--- config.mk ---
export PLATFORM = sky130hd
export DESIGN_NAME = reg_dst_queue
export DESIGN_NICKNAME = d
export VERILOG_FILES = /design/src/rtl/reg_dst_queue.sv
export SDC_FILE = /design/constraint.sdc
export NUM_CORES = 1
export LEC_CHECK = 0
export ABC_AREA = 0
export CELL_PAD_IN_SITES_DETAIL_PLACEMENT = 0
export CELL_PAD_IN_SITES_GLOBAL_PLACEMENT = 1
export CORE_ASPECT_RATIO = 1.25
export CORE_MARGIN = 5
export CORE_UTILIZATION = 42
export DETAILED_ROUTE_END_ITERATION = 10
export MAX_ROUTING_LAYER = met4
export PLACE_DENSITY_LB_ADDON = 0.1
export SKIP_CTS_REPAIR_TIMING = 1
export SLEW_MARGIN = 20
export SYNTH_ARGS = -nofsm -noshare
export SYNTH_HDL_FRONTEND = slang
export SYNTH_SLANG_ARGS = --single-unit
--- constraint.sdc ---
create_clock -name clk -period 3.1 [get_ports clk]
set_input_delay 0.31 -clock clk [delete_from_list [all_inputs] [get_ports clk]]
set_output_delay 0.31 -clock clk [all_outputs]
set_load 0.005 [all_outputs]
--- src/rtl/reg_dst_queue.sv ---
// reg_dst_queue: writeback destination select plus a small queue of pending
// destinations for multicycle ops, with read-after-write hazard flags.
//
// Ports:
//   clk, reset        rising-edge clock, synchronous active-high reset
//   Reg_Dst, rt, rd   destination select (00 rt, 01 rd, 10 CONST_A, 11 CONST_B)
//   push, pop, flush  enqueue selected dst / retire head / discard all entries
//   rs_chk, rt_chk    source indices checked against pending entries
//   dst_out           combinational selected destination
//   head_dst          oldest pending destination (registered, 0 when empty)
//   count, full, empty  occupancy, derived from registered state only
//   hazard_rs/rt      source matches a valid pending entry (index 0 never)
//
// Optional build macro: REG_DST_ZERO_DROP_EN -- pushes of index 0 are
// acknowledged but not stored.
module reg_dst_queue #(
   parameter int unsigned REG_W   = 5,
   parameter int unsigned DEPTH   = 4,
   parameter int unsigned CONST_A = 31,
   parameter int unsigned CONST_B = 29
) (
   input  logic                       clk,
   input  logic                       reset,
   input  logic [1:0]                 Reg_Dst,
   input  logic [REG_W-1:0]           rt,
   input  logic [REG_W-1:0]           rd,
   input  logic                       push,
   input  logic                       pop,
   input  logic                       flush,
   input  logic [REG_W-1:0]           rs_chk,
   input  logic [REG_W-1:0]           rt_chk,
   output logic [REG_W-1:0]           dst_out,
   output logic [REG_W-1:0]           head_dst,
   output logic [$clog2(DEPTH):0]     count,
   output logic                       full,
   output logic                       empty,
   output logic                       hazard_rs,
   output logic                       hazard_rt
);

   localparam int unsigned PW = $clog2(DEPTH);
   localparam int unsigned CW = PW + 1;

   logic [REG_W-1:0] entry_q [DEPTH];
   logic [REG_W-1:0] entry_d [DEPTH];
   logic [DEPTH-1:0] valid_q, valid_d;
   logic [PW-1:0]    rd_ptr_q, rd_ptr_d;
   logic [PW-1:0]    wr_ptr_q, wr_ptr_d;
   logic [CW-1:0]    count_q, count_d;
   logic [REG_W-1:0] head_q, head_d;

   logic pop_acc, push_ok, push_acc;
   logic hz_rs, hz_rt;

   always_comb begin
      unique case (Reg_Dst)
         2'b00:   dst_out = rt;
         2'b01:   dst_out = rd;
         2'b10:   dst_out = REG_W'(CONST_A);
         default: dst_out = REG_W'(CONST_B);
      endcase
   end

   assign full  = (count_q == CW'(DEPTH));
   assign empty = (count_q == '0);

   assign pop_acc = pop && !empty;
   // A pop in the same cycle frees a slot, so a full queue can still take a push.
   assign push_ok = push && (!full || pop_acc);
`ifdef REG_DST_ZERO_DROP_EN
   assign push_acc = push_ok && (dst_out != '0);
`else
   assign push_acc = push_ok;
`endif

   always_comb begin
      entry_d  = entry_q;
      valid_d  = valid_q;
      rd_ptr_d = rd_ptr_q;
      wr_ptr_d = wr_ptr_q;
      count_d  = count_q;
      if (flush) begin
         valid_d  = '0;
         rd_ptr_d = '0;
         wr_ptr_d = '0;
         count_d  = '0;
      end else begin
         // Clear before set: on push+pop while full, wr_ptr == rd_ptr and the
         // freshly written entry must end up valid.
         if (pop_acc) begin
            valid_d[rd_ptr_q] = 1'b0;
            rd_ptr_d          = rd_ptr_q + PW'(1);
         end
         if (push_acc) begin
            entry_d[wr_ptr_q] = dst_out;
            valid_d[wr_ptr_q] = 1'b1;
            wr_ptr_d          = wr_ptr_q + PW'(1);
         end
         if (push_acc && !pop_acc)      count_d = count_q + CW'(1);
         else if (pop_acc && !push_acc) count_d = count_q - CW'(1);
      end
      head_d = (count_d != '0) ? entry_d[rd_ptr_d] : '0;
   end

   always_ff @(posedge clk) begin
      if (reset) begin
         valid_q  <= '0;
         rd_ptr_q <= '0;
         wr_ptr_q <= '0;
         count_q  <= '0;
         head_q   <= '0;
      end else begin
         valid_q  <= valid_d;
         rd_ptr_q <= rd_ptr_d;
         wr_ptr_q <= wr_ptr_d;
         count_q  <= count_d;
         head_q   <= head_d;
      end
   end

   // Entry payload needs no reset; valid bits gate every use of it.
   always_ff @(posedge clk) begin
      entry_q <= entry_d;
   end

   always_comb begin
      hz_rs = 1'b0;
      hz_rt = 1'b0;
      for (int i = 0; i < DEPTH; i++) begin
         if (valid_q[i] && (entry_q[i] == rs_chk)) hz_rs = 1'b1;
         if (valid_q[i] && (entry_q[i] == rt_chk)) hz_rt = 1'b1;
      end
   end

   assign hazard_rs = hz_rs && (rs_chk != '0);
   assign hazard_rt = hz_rt && (rt_chk != '0);

   assign head_dst = head_q;
   assign count    = count_q;

endmodule

# == Yosys cells after proc, flatten, opt, wreduce, memory -nomap -nowiden ==
# Index checks and enable logic that the tools add are counted.
# totals
mem_count,0
register_bits,36
ram_bits,0
inputBits,27
wordCells,95
latchBits,0
out_inout_bits,17
mem_bits_ro,0
# op_classes
eq_ne,11
mul,0
n_lt_le_gt_ge,7
div,0
reduce_logical,29
shifts,0
add_sub_neg,4
mux,29
n_bitwise,6
# ops
cell,n
$eq 5x5->1,8
$mux 20,2
$bwmux 20,1
$logic_and 1x1->1,17
$mux 5,3
$pmux 5 s3,1
$mux 4,3
$bmux 5 s2,1
$demux 5 s2,1
$mux 1,10
$reduce_bool 5->1,2
$mux 3,3
$ge 3x3->1 const B,2
$lt 2x3->1 const B,2
$not 2->3,2
$add 2x1->2 const B,2
$and 4x4->4,1
$demux 1 s2,2
$ge 2x1->1 const B,2
$logic_not 1->1,4
$mux 2,2
$not 4->4,1
$or 4x4->4,1
$reduce_or 2->1,2
other kinds (11),11

# == Logic depth before layout (Yosys ltp) ==
# depth
depth_word,13
ltp_mapped,11
depth_no_buf,9

# == Worst setup path after synthesis ==
# No wires, ideal clock.
# synth_timing
path_type,register to register
from,"reg count_q[1], in the netlist count[1]"
to,"reg head_q[0], in the netlist head_dst[0]"
stages_incl_launch_ff,11
period_less_slack_ns,2.082
arrival_time_ns,2.023
slack_ns,1.018
cell_sequence,dfxtp_1 > inv_1 > ha_1 > buf_4 > nand2b_4 > inv_2 > nor2_4 > a21oi_2 > mux2_4 > a2111oi_1 > o21a_1
# synth_via
elab_chain_cells,13
elab_cells_between_ends,27
cone_classes,2 x add/sub; 1 x eq/ne; 10 x mux; 2 x bitwise; 12 x reduce/logical
# synth_rtl
item,line_no,source
from (decl),49,"logic [CW-1:0] count_q, count_d;"
from (signal assigned),116,count_q <= count_d;
$logic_not 3->1 (*),65,assign empty = (count_q == '0);
net empty,36,"output logic empty,"
$logic_not 1->1 (*),67,assign pop_acc = pop && !empty;
$logic_and 1x1->1 (*),67,
$logic_or 1x1->1,69,assign push_ok = push && (!full || pop_acc);
$logic_and 1x1->1,69,
$logic_not 1->1,100,else if (pop_acc && !push_acc) count_d = count_q - CW'(1);
$logic_and 1x1->1,100,
$mux 3,100,
$mux 3,99,if (push_acc && !pop_acc) count_d = count_q + CW'(1);
$mux 3,82,if (flush) begin
$reduce_bool 3->1,102,head_d = (count_d != '0) ? entry_d[rd_ptr_d] : '0;
$not 1->1 (no line),--,
$reduce_or 2->1 (no line),--,
to (signal assigned),111,head_q <= '0;
to (signal assigned),117,head_q <= head_d;
to (decl),50,"logic [REG_W-1:0] head_q, head_d;"
# Mark *: on every way through the listed nets, which the timed path passes. The rest lies on a longest branch. The select of a mux whose other input is x is not followed.
# A chain may end at the register's enable or synchronous reset.

# == Final worst setup path ==
# layout_timing
from,in rt_chk[3]
to,out hazard_rt
# layout_via
elab_chain_cells,7
elab_cells_between_ends,14
cone_classes,4 x eq/ne; 4 x mux; 6 x reduce/logical
# layout_rtl
item,line_no,source
from (decl),31,"input logic [REG_W-1:0] rt_chk,"
$eq 5x5->1,131,if (valid_q[i] && (entry_q[i] == rt_chk)) hz_rt = 1'b1;
$logic_and 1x1->1,131,
$mux 1 (4 in a row),131,
$logic_and 1x1->1 (*),136,assign hazard_rt = hz_rt && (rt_chk != '0);
to (decl),38,output logic hazard_rt
# Mark *: on every way between the ends. The rest lies on a longest branch, timed or not.

==> results.sh <==
export IMPL_avgViaCountPerCell=5.43
export IMPL_ys_ff_latch=36
export IMPL_grt_pass1_vias=2058
export IMPL_r2r_start="count[1]"
export IMPL_routed_wl_um=6500
export IMPL_synth_cell_types=45
export IMPL_clkPwrFrac_pct=27.0
export IMPL_min_to="entry_q[18]"
export IMPL_drtAntennaViolNets=0
export IMPL_final_hold_violation_count=0
export IMPL_clk_latency_ps=280
export IMPL_hold_slack_ps=562
export IMPL_max_freq_ghz=0.375
export IMPL_grt_use_met2_pct=32.0
export IMPL_gr_usage_met1_pct=21.5
export IMPL_fp_dieW_um=77.8
export IMPL_end_kind="output port"
export IMPL_switching_share_pct=31.3
export IMPL_internal_power_w=0.000879
export IMPL_tritoncts="built"
export IMPL_cp_top_family="buffers and inverters"
export IMPL_busiest_layer="met2"
export IMPL_min_path_type="reg -> reg"
export IMPL_fp_coreArea_um2=5520
export IMPL_power_frac_seq_pct=47.8
export IMPL_synth_top_cell_area_share_pct=29.9
export IMPL_crit_required_ps=2790
export IMPL_routedWlPerCell_um=16.6
export IMPL_drc=0
export IMPL_clock_sinks=36
export IMPL_clkTransAtPathRegs_ps=70
export IMPL_die_area_um2=7370
export IMPL_n_antenna_cell=0
export IMPL_critPathArrivalTime_ps=2350
export IMPL_num_fill_cells=530
export IMPL_grt_ovfl_total=0
export IMPL_cp_buffers_inverters=2
export IMPL_p_per_area_nw_per_um2=434
export IMPL_async_flop_share_pct=0
export IMPL_nets=364
export IMPL_post_route_util_pct=53.4
export IMPL_grt_usage_pct=18.7
export IMPL_setup_tns_ps=0
export IMPL_initial_core_util_pct=43.7
export IMPL_critical_path_max_stage_delay_ps=550
export IMPL_place_congestion=0.848
export IMPL_ys_warn_count=0
export IMPL_final_layout_size_suffix_gt1_share_pct=7.95
export IMPL_worstPathCellList="clkdlybuf4s50_1 -> xor2_1 -> nor4_1 -> nand3_1 -> nand4_1 -> o21a_1 -> clkdlybuf4s50_1"
export IMPL_worstSetupPathType="in -> out"
export IMPL_r2r_end="head_dst[1]"
export IMPL_grt_setup_unrepaired="no"
export IMPL_cp_common_cell="clkdlybuf4s50_1"
export IMPL_placed_area_um2=2860
export IMPL_avgSynthCellArea_um2=8.26
export IMPL_drtPass1Iterations=4
export IMPL_fin_cells=391
export IMPL_path_max_fanout=5
export IMPL_seq_area_um2=721
export IMPL_grt_pass1_wl_um=10500
export IMPL_period_share_pct=86.0
export IMPL_h_tree_depth=2
export IMPL_setup_viol_count_final=0
export IMPL_status="complete, no violations"
export IMPL_cts_max_path_buffers=2
export IMPL_dp_hpwl_um=5180
export IMPL_multi_input_area_um2=1520
export IMPL_synth_area_um2=2410
export IMPL_r2r_slack_ps=620
export IMPL_period_minus_slack_ps=2660
export IMPL_slew_violations=0
export IMPL_tightest_slew_ps=660
export IMPL_use_met3_pct=3.44
export IMPL_ir_drop_mv=0.207
export IMPL_skew_ps=2.02
export IMPL_fin_area_um2=2950
export IMPL_cts_made_buffers=5
export IMPL_synth_edf_count=0
export IMPL_synth_top_cells_by_area="dfxtp_1 (30%), xor2_1 (12%), nor2_1 (5.9%)"
export IMPL_rows=30
export IMPL_p_comb_share_pct=25.3
export IMPL_die_height_um=94.7
export IMPL_cp_start_kind="primary input"
export IMPL_clockRootBuffer="clkbuf_8"
export IMPL_ys_flop_type="dfxtp_1"
export IMPL_io_pins=44
export IMPL_grt_max_degree=16
export IMPL_placed_cells=383
export IMPL_synth_cells=292
export IMPL_min_from="entry_q[18]"
export IMPL_p_leak_nw=1.15
export IMPL_port_buffers=43
export IMPL_slew_headroom_pct=56.0
export IMPL_switching_power_w=0.000400
export IMPL_min_path_cells=2
export IMPL_cap_violations=0
export IMPL_rr_worst_depth=9
export IMPL_synth_net_count=330
export IMPL_drt_iter0_markers=172
export IMPL_antenna_found_initial=0
export IMPL_yosysSeqAreaShare_pct=29.9
export IMPL_syn_to_final_growth_pct=22.1
export IMPL_critPathSlowestCell="clkdlybuf4s50_1"
export IMPL_yosys_area_top_type="dfxtp_1"
export IMPL_cp_num_cells=7
export IMPL_dr_total_vias=2125
[placed cells by master (no fill, tap or decap), types with 2 or more instances in the layout]
master,n
nor4_1,18
mux2_2,4
xnor2_1,11
clkbuf_8,6
nand4_1,2
nand2b_1,2
or4_1,2
nor2b_1,6
nand2_1,5
ha_1,11
inv_1,13
a31oi_1,2
a21oi_1,23
and3_1,6
nand3b_1,3
inv_2,2
clkdlybuf4s50_1,43
dfxtp_1,36
a22oi_1,4
xor2_1,32
clkbuf_1,2
nor2_1,38
o21ai_0,3
o21a_1,7
buf_4,7
a211oi_1,4
mux2_4,2
a2111oi_0,6
a2111oi_1,5
nand3_1,8
[cell families after synthesis]
group | after synthesis | synth area share (%)
simple gates | 98 | 21.6
compound gates | 60 | 16.9
xor+xnor | 43 | 15.6
buf+inv | 38 | 7.26
flops | 36 | 29.9
fa+ha+maj | 11 | 5.71
mux | 6 | 3.11
[layout make-up]
type / instances / area share [%]
inverters: 15 / 1.91
well taps: 64 / 2.72
clock buffers: 8 / 3.06
flip-flops and latches: 36 / 24.5
multi-input cells: 218 / 51.5
repair buffers: 50 / 16.4
[layer usage]
metal	wire, um	vias up
met5	0	-
met2	3300	59
met3	262	12
met1	2800	964
li1	-	1090
met4	136	0
[registers in the layout (all words and copies together) (netlist names)]
name      flops
rd_ptr_q      2
head_dst      5
valid_q       4
wr_ptr_q      2
count         3
entry_q      20
[per-stage QoR]
stage / power, W / setup slack [ps]
after floorplan: 0.000813 / 1020
after global routing: 0.00135 / 380
after CTS: 0.00129 / 484
final: 0.00128 / 435
after global placement: 0.000944 / 487
after detailed placement: 0.000946 / 494
[power by group through the flow]
stage / sequential, W / combinational [W] / clock [W]
after detailed placement: 0.000622 / 0.000324 / 0
after global routing: 0.000615 / 0.000363 / 0.000376
after CTS: 0.000611 / 0.000326 / 0.000353
after floorplan: 0.000585 / 0.000227 / 0
after global placement: 0.000624 / 0.000320 / 0
final: 0.000610 / 0.000323 / 0.000345
[worst max path at each step]
stage,start,to,slack [ps]
after floorplan,count[1],head_dst[0],1020
after global placement,rt_chk[3],hazard_rt,490
after detailed placement,rt_chk[3],hazard_rt,490
after CTS,rt_chk[3],hazard_rt,480
after global routing,rt_chk[3],hazard_rt,380
final,rt_chk[3],hazard_rt,440
[worst min-delay path: stages, from the launching register on]
cell and delay, ps:
dfxtp_1 360, nor2_1 120, a21oi_1 40
[cells in the mapped netlist (all sizes together) (2+ instances only)]
library cell  instances
a2111oi              11
a211oi                4
a21oi                24
a22oi                 4
a31oi                 2
and3                  6
buf                  10
clkbuf               13
dfxtp                36
ha                   11
inv                  15
mux2                  6
nand2                 5
nand2b                3
nand3                 8
nand3b                3
nand4                 2
nor2                 39
nor2b                 7
nor4                 18
o21a                  7
o21ai                 3
or4                   2
xnor2                11
xor2                 32
(Power assumes the default switching activity.)
